[config.mk]
export PLATFORM = sky130hd
export DESIGN_NAME = dsp_mac_sequencer
export DESIGN_NICKNAME = d
export VERILOG_FILES = /design/src/rtl/dsp_seq_pkg.sv /design/src/rtl/dsp_coef_rf.sv /design/src/rtl/dsp_mac_sequencer.sv
export SDC_FILE = /design/constraint.sdc
export NUM_CORES = 1
export LEC_CHECK = 0
export CORE_MARGIN = 10
export CORE_UTILIZATION = 45
export CTS_CLUSTER_DIAMETER = 80
export DETAILED_ROUTE_END_ITERATION = 16
export GPL_TIMING_DRIVEN = 0
export PLACE_DENSITY = 0.65
export SYNTH_ARGS = -nofsm -noshare
export SYNTH_HDL_FRONTEND = slang
export SYNTH_SLANG_ARGS = --single-unit
export TNS_END_PERCENT = 10
[constraint.sdc]
create_clock -name clock -period 6.5 [get_ports clock]
set_input_delay 1.3 -clock clock [delete_from_list [all_inputs] [get_ports clock]]
set_output_delay 1.3 -clock clock [all_outputs]
set_load 0.01 [all_outputs]
[src/rtl/dsp_seq_pkg.sv]
// Shared types and constants for the DSP MAC sequencer.
// Holds the FSM state enum, DSP select encodings and width constants.
package dsp_seq_pkg;

    localparam int DATA_W = 32;
    localparam int ACC_W  = 64;
    localparam int MODE_W = 2;
    localparam int OSEL_W = 2;

    typedef enum logic [2:0] {
        IDLE,
        CLEAR,
        STREAM,
        DRAIN,
        RESULT
    } state_t;

    // DSP MODE_SEL pin encodings.
    typedef enum logic [MODE_W-1:0] {
        MODE_MAC     = 2'b00,
        MODE_MACSUB  = 2'b01,
        MODE_MUL     = 2'b10,
        MODE_PRELOAD = 2'b11
    } dsp_mode_t;

    // DSP OUT_SEL pin encodings.
    typedef enum logic [OSEL_W-1:0] {
        OSEL_FULL  = 2'b00,
        OSEL_HIGH  = 2'b01,
        OSEL_LOW   = 2'b10,
        OSEL_SHIFT = 2'b11
    } dsp_osel_t;

    // A job length is legal when it fits in the coefficient file.
    function automatic logic len_ok(input int len, input int depth);
        return (len >= 1) && (len <= depth);
    endfunction

endpackage

[src/rtl/dsp_coef_rf.sv]
// Coefficient register file: DEPTH x DATA_W, sync write, async read.
// Ports: clock, reset_n (async clear), we/waddr/wdata, raddr/rdata.
module dsp_coef_rf
    import dsp_seq_pkg::*;
#(
    parameter int DEPTH = 16,
    localparam int AW = $clog2(DEPTH)
) (
    input  logic              clock,
    input  logic              reset_n,
    input  logic              we,
    input  logic [AW-1:0]     waddr,
    input  logic [DATA_W-1:0] wdata,
    input  logic [AW-1:0]     raddr,
    output logic [DATA_W-1:0] rdata
);

    logic [DATA_W-1:0] mem [DEPTH];

    always_ff @(posedge clock or negedge reset_n) begin
        if (!reset_n) begin
            for (int i = 0; i < DEPTH; i++) begin
                mem[i] <= '0;
            end
        end else if (we) begin
            mem[waddr] <= wdata;
        end
    end

    assign rdata = mem[raddr];

endmodule

[src/rtl/dsp_mac_sequencer.sv]
// Drives the hard DSP MAC pins for one dot-product job per START.
// Ports: cfg write, job start, operand stream, DSP pins, result port.
module dsp_mac_sequencer
    import dsp_seq_pkg::*;
#(
    parameter int DEPTH       = 16,
    parameter int MAC_LATENCY = 2,
    localparam int AW = $clog2(DEPTH),
    localparam int LW = AW + 1
) (
    input  logic              clock,
    input  logic              reset_n,
    input  logic              cfg_we,
    input  logic [AW-1:0]     cfg_addr,
    input  logic [DATA_W-1:0] cfg_data,
    input  logic              start,
    input  logic [LW-1:0]     len,
    input  logic [MODE_W-1:0] mode,
    input  logic [OSEL_W-1:0] out_sel,
    input  logic              rnd,
    input  logic              sat,
    output logic              busy,
    output logic              start_err,
    input  logic              oper_valid,
    input  logic [DATA_W-1:0] oper_data,
    output logic              oper_ready,
    output logic [DATA_W-1:0] dsp_oper,
    output logic [DATA_W-1:0] dsp_coef,
    output logic              dsp_enable,
    output logic              dsp_clr,
    output logic [MODE_W-1:0] dsp_mode_sel,
    output logic [OSEL_W-1:0] dsp_out_sel,
    output logic              dsp_rnd,
    output logic              dsp_sat,
    input  logic [ACC_W-1:0]  dsp_mac_out,
    output logic              res_valid,
    output logic [ACC_W-1:0]  res_data,
    input  logic              res_ready
);

    localparam int CW =
        (MAC_LATENCY < 2) ? 1 : $clog2(MAC_LATENCY + 1);

    state_t state_q, state_d;

    logic [AW-1:0] idx_q, idx_d;
    logic [LW-1:0] len_q, len_d;
    logic [CW-1:0] cnt_q, cnt_d;

    logic [DATA_W-1:0] coef_rd;

    logic              busy_d;
    logic              start_err_d;
    logic              oper_ready_d;
    logic [DATA_W-1:0] dsp_oper_d;
    logic [DATA_W-1:0] dsp_coef_d;
    logic              dsp_enable_d;
    logic              dsp_clr_d;
    logic [MODE_W-1:0] mode_d;
    logic [OSEL_W-1:0] osel_d;
    logic              rnd_d;
    logic              sat_d;
    logic              res_valid_d;
    logic [ACC_W-1:0]  res_data_d;

    logic cfg_wr;
    logic oper_hs;
    logic last_beat;

    // The coefficient file is only writable between jobs.
    assign cfg_wr = cfg_we && (state_q == IDLE);

    dsp_coef_rf #(
        .DEPTH (DEPTH)
    ) u_coef_rf (
        .clock   (clock),
        .reset_n (reset_n),
        .we      (cfg_wr),
        .waddr   (cfg_addr),
        .wdata   (cfg_data),
        .raddr   (idx_q),
        .rdata   (coef_rd)
    );

    assign oper_hs   = oper_valid && oper_ready;
    assign last_beat = ({1'b0, idx_q} == (len_q - LW'(1)));

    always_comb begin
        state_d      = state_q;
        idx_d        = idx_q;
        len_d        = len_q;
        cnt_d        = cnt_q;
        start_err_d  = 1'b0;
        oper_ready_d = 1'b0;
        dsp_oper_d   = dsp_oper;
        dsp_coef_d   = dsp_coef;
        dsp_enable_d = 1'b0;
        dsp_clr_d    = 1'b0;
        mode_d       = dsp_mode_sel;
        osel_d       = dsp_out_sel;
        rnd_d        = dsp_rnd;
        sat_d        = dsp_sat;
        res_valid_d  = res_valid;
        res_data_d   = res_data;

        unique case (state_q)
            IDLE: begin
                if (start) begin
                    if (len_ok(int'(len), DEPTH)) begin
                        len_d     = len;
                        idx_d     = '0;
                        mode_d    = mode;
                        osel_d    = out_sel;
                        rnd_d     = rnd;
                        sat_d     = sat;
                        dsp_clr_d = 1'b1;
                        state_d   = CLEAR;
                    end else begin
                        start_err_d = 1'b1;
                    end
                end
            end
            CLEAR: begin
                oper_ready_d = 1'b1;
                state_d      = STREAM;
            end
            STREAM: begin
                oper_ready_d = 1'b1;
                if (oper_hs) begin
                    dsp_enable_d = 1'b1;
                    dsp_oper_d   = oper_data;
                    dsp_coef_d   = coef_rd;
                    idx_d        = idx_q + AW'(1);
                    if (last_beat) begin
                        oper_ready_d = 1'b0;
                        cnt_d        = '0;
                        state_d      = DRAIN;
                    end
                end
            end
            DRAIN: begin
                // First DRAIN cycle is the last enable cycle, so the
                // accumulator is valid once cnt reaches MAC_LATENCY.
                if (cnt_q == CW'(MAC_LATENCY)) begin
                    res_data_d  = dsp_mac_out;
                    res_valid_d = 1'b1;
                    state_d     = RESULT;
                end else begin
                    cnt_d = cnt_q + CW'(1);
                end
            end
            RESULT: begin
                if (res_ready) begin
                    res_valid_d = 1'b0;
                    state_d     = IDLE;
                end
            end
            default: begin
                state_d = IDLE;
            end
        endcase

        busy_d = (state_d != IDLE);
    end

    always_ff @(posedge clock or negedge reset_n) begin
        if (!reset_n) begin
            state_q      <= IDLE;
            idx_q        <= '0;
            len_q        <= '0;
            cnt_q        <= '0;
            busy         <= 1'b0;
            start_err    <= 1'b0;
            oper_ready   <= 1'b0;
            dsp_oper     <= '0;
            dsp_coef     <= '0;
            dsp_enable   <= 1'b0;
            dsp_clr      <= 1'b0;
            dsp_mode_sel <= '0;
            dsp_out_sel  <= '0;
            dsp_rnd      <= 1'b0;
            dsp_sat      <= 1'b0;
            res_valid    <= 1'b0;
            res_data     <= '0;
        end else begin
            state_q      <= state_d;
            idx_q        <= idx_d;
            len_q        <= len_d;
            cnt_q        <= cnt_d;
            busy         <= busy_d;
            start_err    <= start_err_d;
            oper_ready   <= oper_ready_d;
            dsp_oper     <= dsp_oper_d;
            dsp_coef     <= dsp_coef_d;
            dsp_enable   <= dsp_enable_d;
            dsp_clr      <= dsp_clr_d;
            dsp_mode_sel <= mode_d;
            dsp_out_sel  <= osel_d;
            dsp_rnd      <= rnd_d;
            dsp_sat      <= sat_d;
            res_valid    <= res_valid_d;
            res_data     <= res_data_d;
        end
    end

endmodule

==> results of run 1 <==
-- layer usage --
| layer | routed length (µm) | global-route usage | up-vias |
|---|---|---|---|
| met5 | 28 | 0 | - |
| met4 | 2600 | 0.0840 | 4 |
| met3 | 3950 | 0.0398 | 136 |
| met2 | 41100 | 0.366 | 419 |
| met1 | 33500 | 0.278 | 9320 |
| li1 | - | - | 7581 |
-- placed cells by master, fill, tap and decap left out, types with 20 or more instances in the layout --
| cell type | instances |
|---|---|
| buf_2 | 21 |
| mux2i_1 | 30 |
| mux2_2 | 586 |
| buf_1 | 37 |
| a22oi_1 | 33 |
| nand2_1 | 149 |
| clkbuf_16 | 74 |
| clkbuf_8 | 20 |
| clkdlybuf4s50_1 | 287 |
| dfrtp_1 | 666 |
| mux4_2 | 124 |
| o211ai_1 | 31 |
| clkbuf_1 | 87 |
-- metrics by stage --
stage | total power, W | instance area (µm²) | hold slack (ns)
floorplan | 0.00923 | 28800 | 0.452
global placement | 0.0112 | 32800 | 0.460
detailed placement | 0.0114 | 32900 | 0.461
CTS | 0.0156 | 35300 | 0.476
global route | 0.0162 | 35300 | 0.484
finish | 0.0154 | 35300 | 0.472
-- worst max-delay path, stage by stage --
cell	delay (ns)
clkdlybuf4s50_1	0.53
nand4b_1	0.22
nor4_1	1.09
clkbuf_1	0.73
a22oi_1	0.26
o211ai_1	0.17
-- power groups by stage --
| stage | logic, W | clock network, W | registers, W |
|---|---|---|---|
| 2_1_floorplan | 0.00294 | 0 | 0.00629 |
| 4_1_cts | 0.00507 | 0.00422 | 0.00628 |
| 6_report | 0.00499 | 0.00414 | 0.00629 |
| 3_3_place_gp | 0.00491 | 0 | 0.00631 |
| 5_1_grt | 0.00536 | 0.00441 | 0.00645 |
| 3_5_place_dp | 0.00505 | 0 | 0.00634 |
-- final cells by class --
cell class,count,area [µm²],share of cell area
sequential,666,16700,0.472
clock buffer,107,2180,0.0616
inverter,5,18.8,0.000531
timing repair buffer,295,3040,0.0862
buffer,151,696,0.0197
tap,846,1060,0.0300
multi-input combinational,1043,11400,0.324
clock inverter,18,220,0.00624
antenna,3,7.51,0.000213
-- flip-flops by register name, indices dropped and copies added, names as in the netlist, 3 cells and up --
signal,flops
state_q,3
dsp_coef,32
len_q,5
idx_q,4
u_coef_rf.mem,512
res_data,64
dsp_oper,32
-- cells by family after synthesis --
family / Yosys count
AOI/OAI and AO/OA: 86
xor gates and xnor gates: 9
adders and majority gates: 3
buffers and inverters: 156
DFF: 666
muxes: 749
and+or+nand+nor: 196
-- worst min-delay path by stage --
stage / from / end / cells after the start
2_1_floorplan: u_coef_rf.mem[38] / u_coef_rf.mem[38] / 1
3_3_place_gp: dsp_oper[25] / dsp_oper[25] / 2
3_5_place_dp: dsp_oper[19] / dsp_oper[19] / 2
4_1_cts: dsp_oper[19] / dsp_oper[19] / 2
5_1_grt: dsp_oper[19] / dsp_oper[19] / 2
6_report: dsp_oper[18] / dsp_oper[18] / 2
==> results.yml, run 1 <==
run_status:
  status: "finished, final reports clean"
placement:
  gp_congestion: 0.804
  io_buffers: 288
  dp_hpwl_um: 55400
  place_ws_ns: 2.16
  dp.cells: 3005
cells_and_area:
  drive_above_1_share: 0.384
  utilization: 0.559
  syn_to_final_growth_pct: 22.6
  fin_nets: 2387
  fillerInstances: 5075
  fin_cells: 3134
sta:
  fin_skew_ns: 0.0206
  period_share: 0.584
  slew_viol_final: 0
  fin_crit_ns: 3.80
  grt_setup_unrepaired: "false"
  tns_ns: 0
  setup_viol: 0
  final_hold_viol_count: 0
  finalWorstSetupSlack_ns: 2.70
  fmax_mhz: 263
  tightest_slew_ns: 1.38
  slew_headroom: 0.0724
worst_setup_path:
  startpoint: "oper_valid"
  cp-end-kind: "flop"
  criticalPathCategory: "in2reg"
  reg2reg_from: "idx_q[2]"
  reg2reg_depth: 6
  timing.critical_path.arrival_ns: 4.32
  r2r_end: "dsp_coef[3]"
  reg2reg_slack_ns: 3.28
  worstSetupStartpointType: "input port"
  path_max_fanout: 10
  cp.required_ns: 7.02
  cp-endpoint: "dsp_coef[3]"
synth:
  synth_most_common_cell: "dfrtp_1"
  seq_area_frac_synth: 0.578
  ys_top_cells_by_count: "dfrtp_1, mux2_2, nand2_1, mux4_2, clkbuf_1"
  yosysWarnings: 0
  ys_ff_latch: 666
  synth_compound_area_frac: 0.0221
  yosys.area_share.simple: 0.0307
  synth_xor_area_frac: 0.00274
  synthFlopType: "dfrtp_1"
  synth_top_family_by_area: "multiplexers"
  muxShareOfSynthArea: 0.340
  ys_types: 56
  async_flop_share: 1.00
  yosysTopAreaCell: "dfrtp_1"
  syn_area_um2: 28800
  synth-edff-count: 0
  syn_nets: 2017
  synthAdderAreaFrac: 0.00130
  synth_area_per_cell_um2: 15.4
  synthTopCellsByArea: "dfrtp_1, mux2_2, mux4_2"
  syn_inst: 1865
  netlist.area_leader.share: 0.578
drt:
  wl_um: 81200
  wire_per_inst_um: 25.9
  firstDrtPassIters: 5
  vias: 17460
  via_per_inst: 5.57
  drt_iter0_drc: 1091
  drcViolationCount: 0
  ant_nets: 0
floorplan:
  core_um2: 63200
  ioPinCount: 289
  die_w_um: 273
  initial_core_util: 0.456
  std_cell_rows: 92
  die-area_um2: 74500
  dieHeight_um: 273
flow_run:
  maxCapViolations: 0
global_route:
  grt-ovfl-total: 0
  grt_pass1_vias: 19132
  antenna_found_initial: 5
  grt_max_degree: 124
  grt_pass1_wl_um: 122000
  globalRouteTotalUtil: 0.218
clock_tree:
  holdBufCountCts: 0
  clockRootBuffer: "clkbuf_16"
  cts_tree: "built"
  post_cts_buffers: 0
  cts_htree_levels: 3
  cts_resized: 0
  cts_buffers: 73
  clock_sinks: 666
  clk_pin_slew_ns: 0.06
  clk-insertion-delay-late_ns: 0.63
  clockBufferDepth: 3
power:
  p_leak_nw: 16.0
  clockPowerShare: 0.269
  intPower_w: 0.0107
  powerDensity_nw_per_um2: 437
  p_switching_w: 0.00467
  switching_share: 0.303
  combPwrFrac: 0.323
  pwr-share-seq: 0.408
  vdd_drop_max_mv: 0.198
min_path:
  hold_path_class: "reg2reg"
No activity file was read; power rests on OpenSTA's default activity.
==> run 2, diff against run 1 <==
PLACE_DENSITY = 0.68   (was 0.65)
clock period = 3.45 ns   (was 6.5 ns; I/O delays follow)
==> results.yml, run 2 (same netlist as run 1, synthesis figures left out) <==
worst_setup_path:
  reg2reg_depth: 6
  cp-end-kind: "flop"
  path_max_fanout: 10
  r2r_end: "dsp_coef[21]"
  cp-endpoint: "dsp_coef[21]"
  worstSetupStartpointType: "input port"
  timing.critical_path.arrival_ns: 3.84
  reg2reg_from: "state_q[1]"
  criticalPathCategory: "in2reg"
  startpoint: "oper_valid"
  cp.required_ns: 3.97
  reg2reg_slack_ns: 0.14
sta:
  slew_viol_final: 6
  period_share: 0.965
  final_hold_viol_count: 0
  fmax_mhz: 301
  fin_skew_ns: 0.0217
  tightest_slew_ns: 1.57
  fin_crit_ns: 3.33
  setup_viol: 0
  grt_setup_unrepaired: "false"
  slew_headroom: -0.0567
  tns_ns: 0
floorplan:
  dieHeight_um: 273
  ioPinCount: 289
  initial_core_util: 0.456
  std_cell_rows: 92
  core_um2: 63200
  die-area_um2: 74500
  die_w_um: 273
clock_tree:
  clk_pin_slew_ns: 0.06
  clockRootBuffer: "clkbuf_16"
  post_cts_buffers: 0
  holdBufCountCts: 0
  clockBufferDepth: 3
  cts_buffers: 73
  clk-insertion-delay-late_ns: 0.61
  cts_resized: 0
  cts_htree_levels: 3
  cts_tree: "built"
  clock_sinks: 666
placement:
  dp.cells: 3004
  gp_congestion: 0.840
  dp_hpwl_um: 55600
  postPlaceCellArea_um2: 32900
  io_buffers: 288
drt:
  ant_nets: 0
  via_per_inst: 5.67
  wl_um: 82900
  firstDrtPassIters: 5
  drt_iter0_drc: 1261
  vias: 17781
  wire_per_inst_um: 26.4
  drcViolationCount: 0
power:
  vdd_drop_max_mv: 0.369
  p_leak_nw: 16.1
  powerDensity_nw_per_um2: 834
  power_w: 0.0296
run_status:
  status: "complete, but fails checks"
  violations: "max-capacitance violations, max-slew violations"
min_path:
  hold_path_class: "in2async"
cells_and_area:
  fin_nets: 2386
  stdcell_area_um2: 35500
  largest_register: "u_coef_rf.mem"
  syn_to_final_growth_pct: 23.1
  fin_cells: 3138
  utilization: 0.561
  final_cell_mix: "dfrtp_1, mux2_2, clkdlybuf4s50_1"
  drive_above_1_share: 0.385
  final_common_cell: "dfrtp_1"
  fillerInstances: 4971
  largest_reg_flops: 512
  top_regs: "u_coef_rf.mem: 512 flops, res_data: 64 flops"
global_route:
  grt_pass1_wl_um: 123000
  grt_pass1_vias: 19130
  grt_max_degree: 126
  antenna_found_initial: 6
  grt-ovfl-total: 0
  globalRouteTotalUtil: 0.220
flow_run:
  maxCapViolations: 1
-- run 2: how the worst min path moves through the flow --
| stage | from | endpoint | cells after the start |
|---|---|---|---|
| 6_report | reset_n | u_coef_rf.mem[122] | 1 |
| 3_5_place_dp | dsp_oper[22] | dsp_oper[22] | 2 |
| 3_3_place_gp | dsp_oper[6] | dsp_oper[6] | 2 |
| 2_1_floorplan | reset_n | busy | 0 |
| 5_1_grt | reset_n | u_coef_rf.mem[122] | 1 |
| 4_1_cts | reset_n | u_coef_rf.mem[122] | 1 |
-- run 2: layer usage --
metal,share of wire,global-route usage,up-vias
met5,0.00016,0,-
met2,0.50,0.359,467
met1,0.42,0.287,9564
met4,0.031,0.0848,2
met3,0.054,0.0431,161
li1,-,-,7587
-- run 2: area by class of cell --
cell class	count	area, µm²	area share
Sequential cell	666	16700	0.470
Multi-Input combinational cell	1043	11400	0.322
Timing Repair Buffer	294	3040	0.0856
Clock buffer	110	2250	0.0635
Tap cell	846	1060	0.0298
Buffer	151	696	0.0196
Clock inverter	19	298	0.00839
Inverter	5	18.8	0.000529
Antenna cell	4	10.0	0.000282
-- run 2: metrics by stage --
step	hold slack [ns]	worst slack [ns]
detailed placement	0.461	-0.309
global placement	0.461	-26.94
CTS	0.157	0.313
finish	0.139	0.122
floorplan	0.394	1.06
global route	0.214	0.200
-- run 2: critical path, cell delays in order --
cell and delay (ns):
clkdlybuf4s50_1 0.53, nand4b_1 0.25, nor4_1 1.25, clkbuf_1 0.73, a22oi_1 0.24, o211ai_1 0.16
-- run 2: power breakdown --
| part | total [W] | internal (W) | leakage, nW | switching [W] |
|---|---|---|---|---|
| clock | 0.00824 | 0.00503 | 1.25 | 0.00320 |
| sequential | 0.0119 | 0.0105 | 8.74 | 0.00140 |
| combinational | 0.00948 | 0.00520 | 6.09 | 0.00429 |
